## src/rtl/dl11_bus_responder.sv

```systemverilog
// dl11_bus_responder
//   DL11-style serial line unit sitting as a responder on the VM1 CPU bus.
//   Four word registers at BASE_ADDR (RCSR, RBUF, XCSR, XBUF), one 8N1 UART
//   (transmit + receive) and two vectored interrupt requests (RX, TX).
// Ports
//   clk_sys, reset_n        system clock / async active-low reset
//   ce                      bus clock enable qualifying the handshake
//   bus_reset               CPU INIT, synchronous, active high
//   bus_addr/sync/stb/we    CPU address, address-valid, data strobe, write
//   bus_wtbt                byte lanes: [0] low byte, [1] high byte
//   bus_din / bus_dout      write data in / read data out (0 when unselected)
//   bus_ack                 RPLY back to the CPU
//   virq_req_*/virq_ack_*   interrupt requests and vic acknowledges
//   rxd / txd               serial line in (async) / out (idle high)
module dl11_bus_responder #(
    parameter logic [15:0] BASE_ADDR = 16'o177560,
    parameter logic [15:0] BAUD_DIV  = 16'd434
) (
    input  logic        clk_sys,
    input  logic        reset_n,
    input  logic        ce,
    input  logic        bus_reset,
    input  logic [15:0] bus_addr,
    input  logic        bus_sync,
    input  logic        bus_stb,
    input  logic        bus_we,
    input  logic [1:0]  bus_wtbt,
    input  logic [15:0] bus_din,
    output logic [15:0] bus_dout,
    output logic        bus_ack,
    output logic        virq_req_rx,
    input  logic        virq_ack_rx,
    output logic        virq_req_tx,
    input  logic        virq_ack_tx,
    input  logic        rxd,
    output logic        txd
);

    typedef enum logic [1:0] {S_IDLE, S_START, S_DATA, S_STOP} line_state_t;

    localparam logic [15:0] BIT_RELOAD  = BAUD_DIV - 16'd1;
    localparam logic [15:0] HALF_RELOAD = (BAUD_DIV >> 1) - 16'd1;

    // ---------------- register state ----------------
    logic       rie, tie, maint;
    logic       done, ovr, ferr;
    logic [7:0] rbuf_data;
    logic [7:0] hold;
    logic       hold_full;
    logic       ready;

    // READY simply means the holding register can take another byte.
    assign ready = ~hold_full;

    // ---------------- bus decode ----------------
    logic        sel;
    logic [1:0]  reg_idx;
    logic        access, wr, rd;
    logic        rbuf_rd_clr, xbuf_wr;
    logic [15:0] rd_data;

    assign sel         = bus_sync & (bus_addr[15:3] == BASE_ADDR[15:3]);
    assign reg_idx     = bus_addr[2:1];
    // Side effects fire only on the cycle ack is raised, so a held strobe
    // produces exactly one write or one RBUF clear.
    assign access      = ce & sel & bus_stb & ~bus_ack;
    assign wr          = access & bus_we;
    assign rd          = access & ~bus_we;
    assign rbuf_rd_clr = rd & (reg_idx == 2'd1);
    assign xbuf_wr     = wr & (reg_idx == 2'd3) & bus_wtbt[0] & ready;

    always_comb begin
        rd_data = 16'd0;
        case (reg_idx)
            2'd0:    rd_data = {8'd0, done, rie, 6'd0};
            2'd1:    rd_data = {ovr, ferr, 6'd0, rbuf_data};
            2'd2:    rd_data = {8'd0, ready, tie, 3'd0, maint, 2'd0};
            default: rd_data = 16'd0;
        endcase
    end

    assign bus_dout = (sel & bus_stb & ~bus_we) ? rd_data : 16'd0;

    always_ff @(posedge clk_sys or negedge reset_n) begin
        if (!reset_n)
            bus_ack <= 1'b0;
        else if (ce) begin
            if (sel & bus_stb & ~bus_ack)
                bus_ack <= 1'b1;
            else if (~bus_stb)
                bus_ack <= 1'b0;
        end
    end

    // ---------------- transmitter ----------------
    line_state_t tx_state, tx_next;
    logic [15:0] tx_cnt;
    logic [2:0]  tx_idx;
    logic [7:0]  tx_sh;
    logic        tx_tick, tx_load, tx_line;

    assign tx_tick = (tx_cnt == 16'd0);

    always_comb begin
        tx_next = tx_state;
        tx_load = 1'b0;
        case (tx_state)
            S_IDLE:  if (hold_full) begin tx_load = 1'b1; tx_next = S_START; end
            S_START: if (tx_tick) tx_next = S_DATA;
            S_DATA:  if (tx_tick && tx_idx == 3'd7) tx_next = S_STOP;
            S_STOP:  if (tx_tick) begin
                         // A waiting byte goes straight into its start bit.
                         if (hold_full) begin tx_load = 1'b1; tx_next = S_START; end
                         else tx_next = S_IDLE;
                     end
            default: tx_next = S_IDLE;
        endcase
        if (bus_reset) begin
            tx_next = S_IDLE;
            tx_load = 1'b0;
        end
    end

    always_ff @(posedge clk_sys or negedge reset_n) begin
        if (!reset_n) begin
            tx_state <= S_IDLE;
            tx_cnt   <= 16'd0;
            tx_idx   <= 3'd0;
            tx_sh    <= 8'd0;
        end else begin
            tx_state <= tx_next;
            if (bus_reset) begin
                tx_cnt <= 16'd0;
                tx_idx <= 3'd0;
            end else if (tx_load) begin
                tx_cnt <= BIT_RELOAD;
                tx_idx <= 3'd0;
                tx_sh  <= hold;
            end else if (tx_state != S_IDLE) begin
                if (tx_tick) begin
                    tx_cnt <= BIT_RELOAD;
                    if (tx_state == S_DATA) begin
                        tx_sh  <= tx_sh >> 1;
                        tx_idx <= tx_idx + 3'd1;   // wraps 7->0 on entry to STOP
                    end
                end else
                    tx_cnt <= tx_cnt - 16'd1;
            end
        end
    end

    always_comb begin
        tx_line = 1'b1;
        case (tx_state)
            S_START: tx_line = 1'b0;
            S_DATA:  tx_line = tx_sh[0];
            default: tx_line = 1'b1;
        endcase
    end

    // Loopback keeps the external line quiet.
    assign txd = maint ? 1'b1 : tx_line;

    // ---------------- receiver ----------------
    line_state_t rx_state, rx_next;
    logic        rx_s1, rx_s2, rx_src, rx_prev;
    logic [15:0] rx_cnt;
    logic [2:0]  rx_idx;
    logic [7:0]  rx_sh;
    logic        rx_tick, rx_fall, rx_complete;

    assign rx_src  = maint ? tx_line : rx_s2;
    assign rx_tick = (rx_cnt == 16'd0);
    assign rx_fall = rx_prev & ~rx_src;

    always_comb begin
        rx_next     = rx_state;
        rx_complete = 1'b0;
        case (rx_state)
            S_IDLE:  if (rx_fall) rx_next = S_START;
            // A start bit that is high again at mid-bit was a glitch.
            S_START: if (rx_tick) rx_next = rx_src ? S_IDLE : S_DATA;
            S_DATA:  if (rx_tick && rx_idx == 3'd7) rx_next = S_STOP;
            S_STOP:  if (rx_tick) begin rx_complete = 1'b1; rx_next = S_IDLE; end
            default: rx_next = S_IDLE;
        endcase
        if (bus_reset) begin
            rx_next     = S_IDLE;
            rx_complete = 1'b0;
        end
    end

    always_ff @(posedge clk_sys or negedge reset_n) begin
        if (!reset_n) begin
            rx_s1    <= 1'b1;
            rx_s2    <= 1'b1;
            rx_prev  <= 1'b1;
            rx_state <= S_IDLE;
            rx_cnt   <= 16'd0;
            rx_idx   <= 3'd0;
            rx_sh    <= 8'd0;
        end else begin
            rx_s1    <= rxd;
            rx_s2    <= rx_s1;
            rx_prev  <= rx_src;
            rx_state <= rx_next;
            if (bus_reset) begin
                rx_cnt <= 16'd0;
                rx_idx <= 3'd0;
            end else if (rx_state == S_IDLE) begin
                if (rx_fall) begin
                    rx_cnt <= HALF_RELOAD;   // first sample lands mid start bit
                    rx_idx <= 3'd0;
                end
            end else if (rx_tick) begin
                rx_cnt <= BIT_RELOAD;
                if (rx_state == S_DATA) begin
                    rx_sh  <= {rx_src, rx_sh[7:1]};
                    rx_idx <= rx_idx + 3'd1;
                end
            end else
                rx_cnt <= rx_cnt - 16'd1;
        end
    end

    // ---------------- CSR / buffer registers ----------------
    always_ff @(posedge clk_sys or negedge reset_n) begin
        if (!reset_n) begin
            rie       <= 1'b0;
            tie       <= 1'b0;
            maint     <= 1'b0;
            done      <= 1'b0;
            ovr       <= 1'b0;
            ferr      <= 1'b0;
            rbuf_data <= 8'd0;
            hold      <= 8'd0;
            hold_full <= 1'b0;
        end else if (bus_reset) begin
            rie       <= 1'b0;
            tie       <= 1'b0;
            maint     <= 1'b0;
            done      <= 1'b0;
            ovr       <= 1'b0;
            ferr      <= 1'b0;
            hold      <= 8'd0;
            hold_full <= 1'b0;
        end else begin
            if (wr & bus_wtbt[0]) begin
                if (reg_idx == 2'd0)
                    rie <= bus_din[6];
                if (reg_idx == 2'd2) begin
                    tie   <= bus_din[6];
                    maint <= bus_din[2];
                end
            end
            if (xbuf_wr) begin
                hold      <= bus_din[7:0];
                hold_full <= 1'b1;
            end
            if (tx_load)
                hold_full <= 1'b0;
            if (rbuf_rd_clr) begin
                done <= 1'b0;
                ovr  <= 1'b0;
                ferr <= 1'b0;
            end
            // Placed last so a byte landing on the same cycle as an RBUF
            // read wins; the read already consumed the old byte, so no overrun.
            if (rx_complete) begin
                rbuf_data <= rx_sh;
                ferr      <= ~rx_src;
                ovr       <= done & ~rbuf_rd_clr;
                done      <= 1'b1;
            end
        end
    end

    // ---------------- interrupt requests ----------------
    logic rx_cond, rx_cond_q, tx_cond, tx_cond_q;

    assign rx_cond = done & rie;
    assign tx_cond = ready & tie;

    always_ff @(posedge clk_sys or negedge reset_n) begin
        if (!reset_n) begin
            rx_cond_q   <= 1'b0;
            tx_cond_q   <= 1'b0;
            virq_req_rx <= 1'b0;
            virq_req_tx <= 1'b0;
        end else begin
            rx_cond_q <= rx_cond;
            tx_cond_q <= tx_cond;
            if (bus_reset) begin
                virq_req_rx <= 1'b0;
                virq_req_tx <= 1'b0;
            end else begin
                // Rising edge of the condition takes priority over an ack.
                if (rx_cond & ~rx_cond_q)          virq_req_rx <= 1'b1;
                else if (virq_ack_rx | ~rx_cond)   virq_req_rx <= 1'b0;
                if (tx_cond & ~tx_cond_q)          virq_req_tx <= 1'b1;
                else if (virq_ack_tx | ~tx_cond)   virq_req_tx <= 1'b0;
            end
        end
    end

    logic unused_bits;
    assign unused_bits = ^{bus_din[15:8], bus_din[5:3], bus_din[1:0], bus_wtbt[1], bus_addr[0]};

endmodule

```

## config.mk

```make
export PLATFORM = sky130hd
export DESIGN_NAME = dl11_bus_responder
export DESIGN_NICKNAME = d
export VERILOG_FILES = /design/src/rtl/dl11_bus_responder.sv
export SDC_FILE = /design/constraint.sdc
export NUM_CORES = 1
export LEC_CHECK = 0
export BUFFER_PORTS_ARGS = -buffer_cell sky130_fd_sc_hd__clkbuf_2
export CAP_MARGIN = 25
export CORE_ASPECT_RATIO = 1.2
export CORE_MARGIN = 3
export CORE_UTILIZATION = 45
export CTS_CLUSTER_DIAMETER = 150
export CTS_CLUSTER_SIZE = 14
export DETAILED_ROUTE_END_ITERATION = 6
export PLACE_DENSITY_LB_ADDON = 0.3
export SLEW_MARGIN = 30
export SYNTH_ARGS = -nofsm -noshare
export SYNTH_HDL_FRONTEND = slang
export SYNTH_SLANG_ARGS = --single-unit
export TNS_END_PERCENT = 20
```

## constraint.sdc

```tcl
create_clock -name clk_sys -period 2.5 [get_ports clk_sys]
set_clock_uncertainty 0.15 [all_clocks]
set_input_delay 0.125 -clock clk_sys [delete_from_list [all_inputs] [get_ports clk_sys]]
set_output_delay 0.125 -clock clk_sys [all_outputs]
set_load 0.005 [all_outputs]
```

# Word-level counts from Yosys, hierarchy flattened
# Index checks and enable logic that the tools add are counted.
# op_classes
addsub	4
n_eq_ne	21
n_mux	77
n_bitwise	33
reduce_logical	34
# ops
op	n
2-to-1 mux 16 bit	9
2-to-1 mux 8 bit	6
case mux 16 bit (3 select lines)	1
2-to-1 mux 1 bit	36
logical NOT 16 bit	2
subtractor 16 x 1 -> 16 bit, second input constant	2
2-to-1 mux 3 bit	10
nonzero test 3 bit	9
inequality test 3 bit, second input constant	8
2-to-1 mux 2 bit	11
bitwise AND 1 bit	20
case mux 2 bit (4 select lines)	2
AND reduction 4 bit	4
nonzero test 2 bit	8
equality test 13 bit, second input constant	1
equality test 2 bit, second input constant	6
inverter 1 bit	11
AND reduction 2 bit	4
adder 3 x 1 -> 3 bit, second input constant	2
equality test 2 x 1 -> 1 bit, second input constant	3
equality test 3 bit, second input constant	2
logical NOT 2 bit	3
AND reduction 3 bit	2
case mux 1 bit (2 select lines)	2
3 further kinds	5
# totals
regBits	89
in_bits	44
elab_cells	194

# Logic depth before layout (Yosys ltp)
# depth
word_depth	12
ltp_mapped	9
depth_no_buf	8

# Least setup slack after synthesis
# OpenSTA, ideal clock, no wires.
# synth_timing
path_kind	register -> register
start	register rx_cnt[0]
end	register rx_sh[0]
setup_ps	125
t_arrival_ps	2082
t_required_ps	2225
path_slack_ps	143
path_stages_with_launch	8
synth_period_minus_slack_ps	2357
cell_sequence	dfrtp_1 -> inv_1 -> ha_1 -> or4b_1 -> nor4_4 -> and4_1 -> buf_4 -> mux2_2
# synth_between
elab_chain_cells	2
# synth_rtl
element	line	text
start, declared	167	logic [15:0] rx_cnt;
start signal, assigned	222	rx_cnt <= rx_cnt - 16'd1;
logical NOT 16 bit	173	assign rx_tick = (rx_cnt == 16'd0);
AND reduction 4 bit (no line)	n/a	
end signal, assigned	218	rx_sh <= {rx_src, rx_sh[7:1]};
end, declared	169	logic [7:0] rx_sh;
# No other way between the ends.
# A chain may end at the register's enable or synchronous reset.

# Worst setup path in the final report
# layout_timing
start	register rx_cnt[1]
end	register rx_sh[6]
# Same word-level chain as after synthesis.

==> metrics.md <==
| Metric | Value |
|---|---|
| Vias in the first global route | `3825` |
| Wirelength per Cell | `15.19 µm` |
| Number of synthesized flops with an enable pin | `0` |
| DR vias | `3773` |
| Detailed router's first-iteration violation count | `181` |
| Critical Path Sink Type | `flip-flop` |
| RSZ-0062 raised after global routing | `no` |
| Root buffer selected by CTS | `clkbuf_16` |
| Layout cells sized above 1 | `22.87%` |
| Chip height | `118.1 µm` |
| Post-detail-place hpwl | `7209 µm` |
| Most common cell after layout, fill and taps aside | `dfrtp_1` |
| CTS HTree Levels | `3` |
| Pin count of the biggest net entering global routing | `49` |
| Post-synth top area cell | `dfrtp_1` |
| Hold_sp | `bus_reset` |
| Post-Layout Cell Count | `677` |
| Yosys top cell area share | `45.70%` |
| Initial Util | `46.58%` |
| Row cnt | `40` |
| Yosys warns | `0` |
| Final core occ | `56.01%` |
| Period utilisation layout | `94.44%` |
| Worst-path maximum fanout | `10` |
| Ys async rst share | `100.0%` |
| Diodes inserted | `0` |
| CTS Sinks | `89` |
| I/O pin cnt | `64` |
| Worst vdd ir | `0.5580 mV` |
| Hold WS | `0.009774 ns` |
| Outcome | `complete, no violations` |
| Worst slew margin | `50.01%` |
| First-pass detailed-route iteration total | `4` |
| First-pass GRT wire length | `17500 µm` |
| Hold Path Class | `input pin to flip-flop` |
| TritonCTS Buffers | `9` |
| Placement Setup Slack | `-0.006622 ns` |
| All-Layer GR Usage | `18.22%` |
| Final wirelength | `10290 µm` |
| Final hold vios | `0` |
| Critical Path Start | `rx_cnt[1]` |
| Post-Syn Instances | `469` |
| Synth Flop Type | `dfrtp_1` |
| Number of port buffers | `47` |
| Worst setup margin | `0.1390 ns` |
| Die area | `0.01173 mm²` |
| Max-capacitance violation count | `0` |
| Fin. max-slew vios | `0` |
| Die W | `99.39 µm` |
| GRT overflow | `0` |
| Core area | `0.01011 mm²` |
| Clock Path Buffers | `2` |
| Layout area overhead | `20.24%` |
| Distinct cell type count after synthesis | `69` |
| Sequential fraction of the synthesis area | `47.37%` |
| Critical path type | `flip-flop to flip-flop` |
| Hold Path Depth | `3` |
| Flops & latches, synth | `89` |
| Vias/cell | `5.573` |
| Commonest non-fill, non-tap cells in the layout | `dfrtp_1, nor2_1, clkbuf_2` |
| Max Fclk | `423.6 MHz` |
| TritonCTS clock tree | `built` |
| Initial antenna violation count | `0` |
| CTS clock-pin slew for the worst setup and hold paths | `0.07 ns` |
| Placed cells | `646` |
| Final setup viols | `0` |
| Reg-to-Reg Start | `rx_cnt[1]` |
| Most area-consuming cells after synthesis | `dfrtp_1, mux2i_1, nor2_1, mux2_2, ha_1` |
| Crit path launch type | `flip-flop` |
| Nets | `603` |
| Data required time of the worst path | `2.58 ns` |
| Worst Max-Slew Pin Slew | `0.7471 ns` |
| Synthesized cell area | `0.004710 mm²` |
| PD cells | `906.4 mW/mm²` |
| Insertion delay to the later sink of the worst-skew pair | `0.34 ns` |
| Post CTS Setup Buffer Count | `0` |
| Routability cong. | `0.8866` |
| Worst reg2reg path depth | `7` |
| CP arrival | `2.44 ns` |
| Post-Syn Area per Cell | `10.04 µm²` |
| Total leakage power | `2.663 nW` |
| DR DRC count | `0` |
| Crit path time final | `2.361 ns` |
| ANT nets after route | `0` |
[routing by layer]
metal  vias up  share of wire, %  track usage [%]
met5         -                 0                0
met4         0               2.3            7.686
met3        19               3.4            3.438
met2        78                50            30.50
met1      1843                44            22.84
li1       1833                 -                -
[power breakdown]
part           switching (W)  total, W  internal, W  leakage [nW]
combinational        0.00109   0.00186     0.000769          1.29
clock               0.000587   0.00147     0.000884         0.153
sequential          0.000181   0.00180      0.00162          1.22
total                0.00186   0.00513      0.00328          2.66
[final timing paths]
check / to / slack, ns
min in group asynchronous: tx_cnt[11] / 0.20
setup reg to reg: rx_sh[6] / 0.14
setup / recovery: rx_sh[6] / 0.14
hold / removal: rx_cnt[3] / 0.01
hold reg to reg: rx_s2 / 0.21
max in group asynchronous: rx_s1 / 1.34
[sequential cells by signal, summed over array words and instances, names as in the netlist, 2 cells and up]
register,count
rx_cnt,16
tx_cnt,16
hold,8
rbuf_data,8
rx_sh,8
tx_sh,8
rx_idx,3
tx_idx,3
rx_state,2
tx_state,2
[final cells by class]
class                           instances  area [µm²]
Clock buffer                            9       225.2
Clock inverter                          7       101.3
Fill cell                             876        4447
Inverter                               21       78.83
Multi-Input combinational cell        340        2280
Sequential cell                        89        2231
Tap cell                              126       157.7
Timing Repair Buffer                   85       589.3
[Yosys cell counts (2+ instances only)]
master     n
dfrtp_1   86
nor2_1    58
o21ai_0   28
nand2_1   25
a21oi_1   23
mux2i_1   22
inv_1     19
mux2_2    16
nand3_1   16
ha_1      13
nor3_1    11
clkbuf_1  10
a31oi_1    9
and2_1     9
xor2_1     8
buf_4      7
nand4_1    7
nor4_1     7
or3_1      7
and3_1     5
a211o_1    4
nand4b_1   4
nor2b_1    4
or4_4      4
xnor2_1    4
a211oi_1   3
a22o_1     3
dfstp_2    3
or2_2      3
a221o_1    2
a311oi_1   2
buf_2      2
clkbuf_8   2
nand3b_1   2
nor3_2     2
nor4_2     2
nor4_4     2
o211a_1    2
o211ai_1   2
o32ai_1    2
[logic make-up after synthesis]
kind of cell	share of synthesized area, %
fa+ha+maj	3.454
mux	8.502
xor+xnor	2.232
compound gates	12.78
flops	47.37
simple gates	20.59
buf+inv	4.995
other cells	0.07963
[worst max-delay path: stages (launching register included)]
cell,delay [ns]
dfrtp_1,0.41
inv_1,0.11
ha_1,0.14
or4b_1,0.50
nor4_4,0.19
and4_1,0.28
buf_12,0.14
mux2_2,0.33
[metrics by stage]
step                 TNS, ns  area (µm²)  total power [W]
floorplan                  0        4728         0.003118
global placement           0        5165         0.003590
detailed placement  -0.01788        5165         0.003639
CTS                        0        5650         0.005150
global route               0        5663         0.005480
finish                     0        5663         0.005133
[what timing repair did]
action | in CTS | in global routing
hold buffers | 15 | 0
setup endpoints to repair | 8 | 13
endpoints found under the hold margin | 59 | 0
gates resized for setup | 1 | 4
No activity file was read; power rests on OpenSTA's default activity.
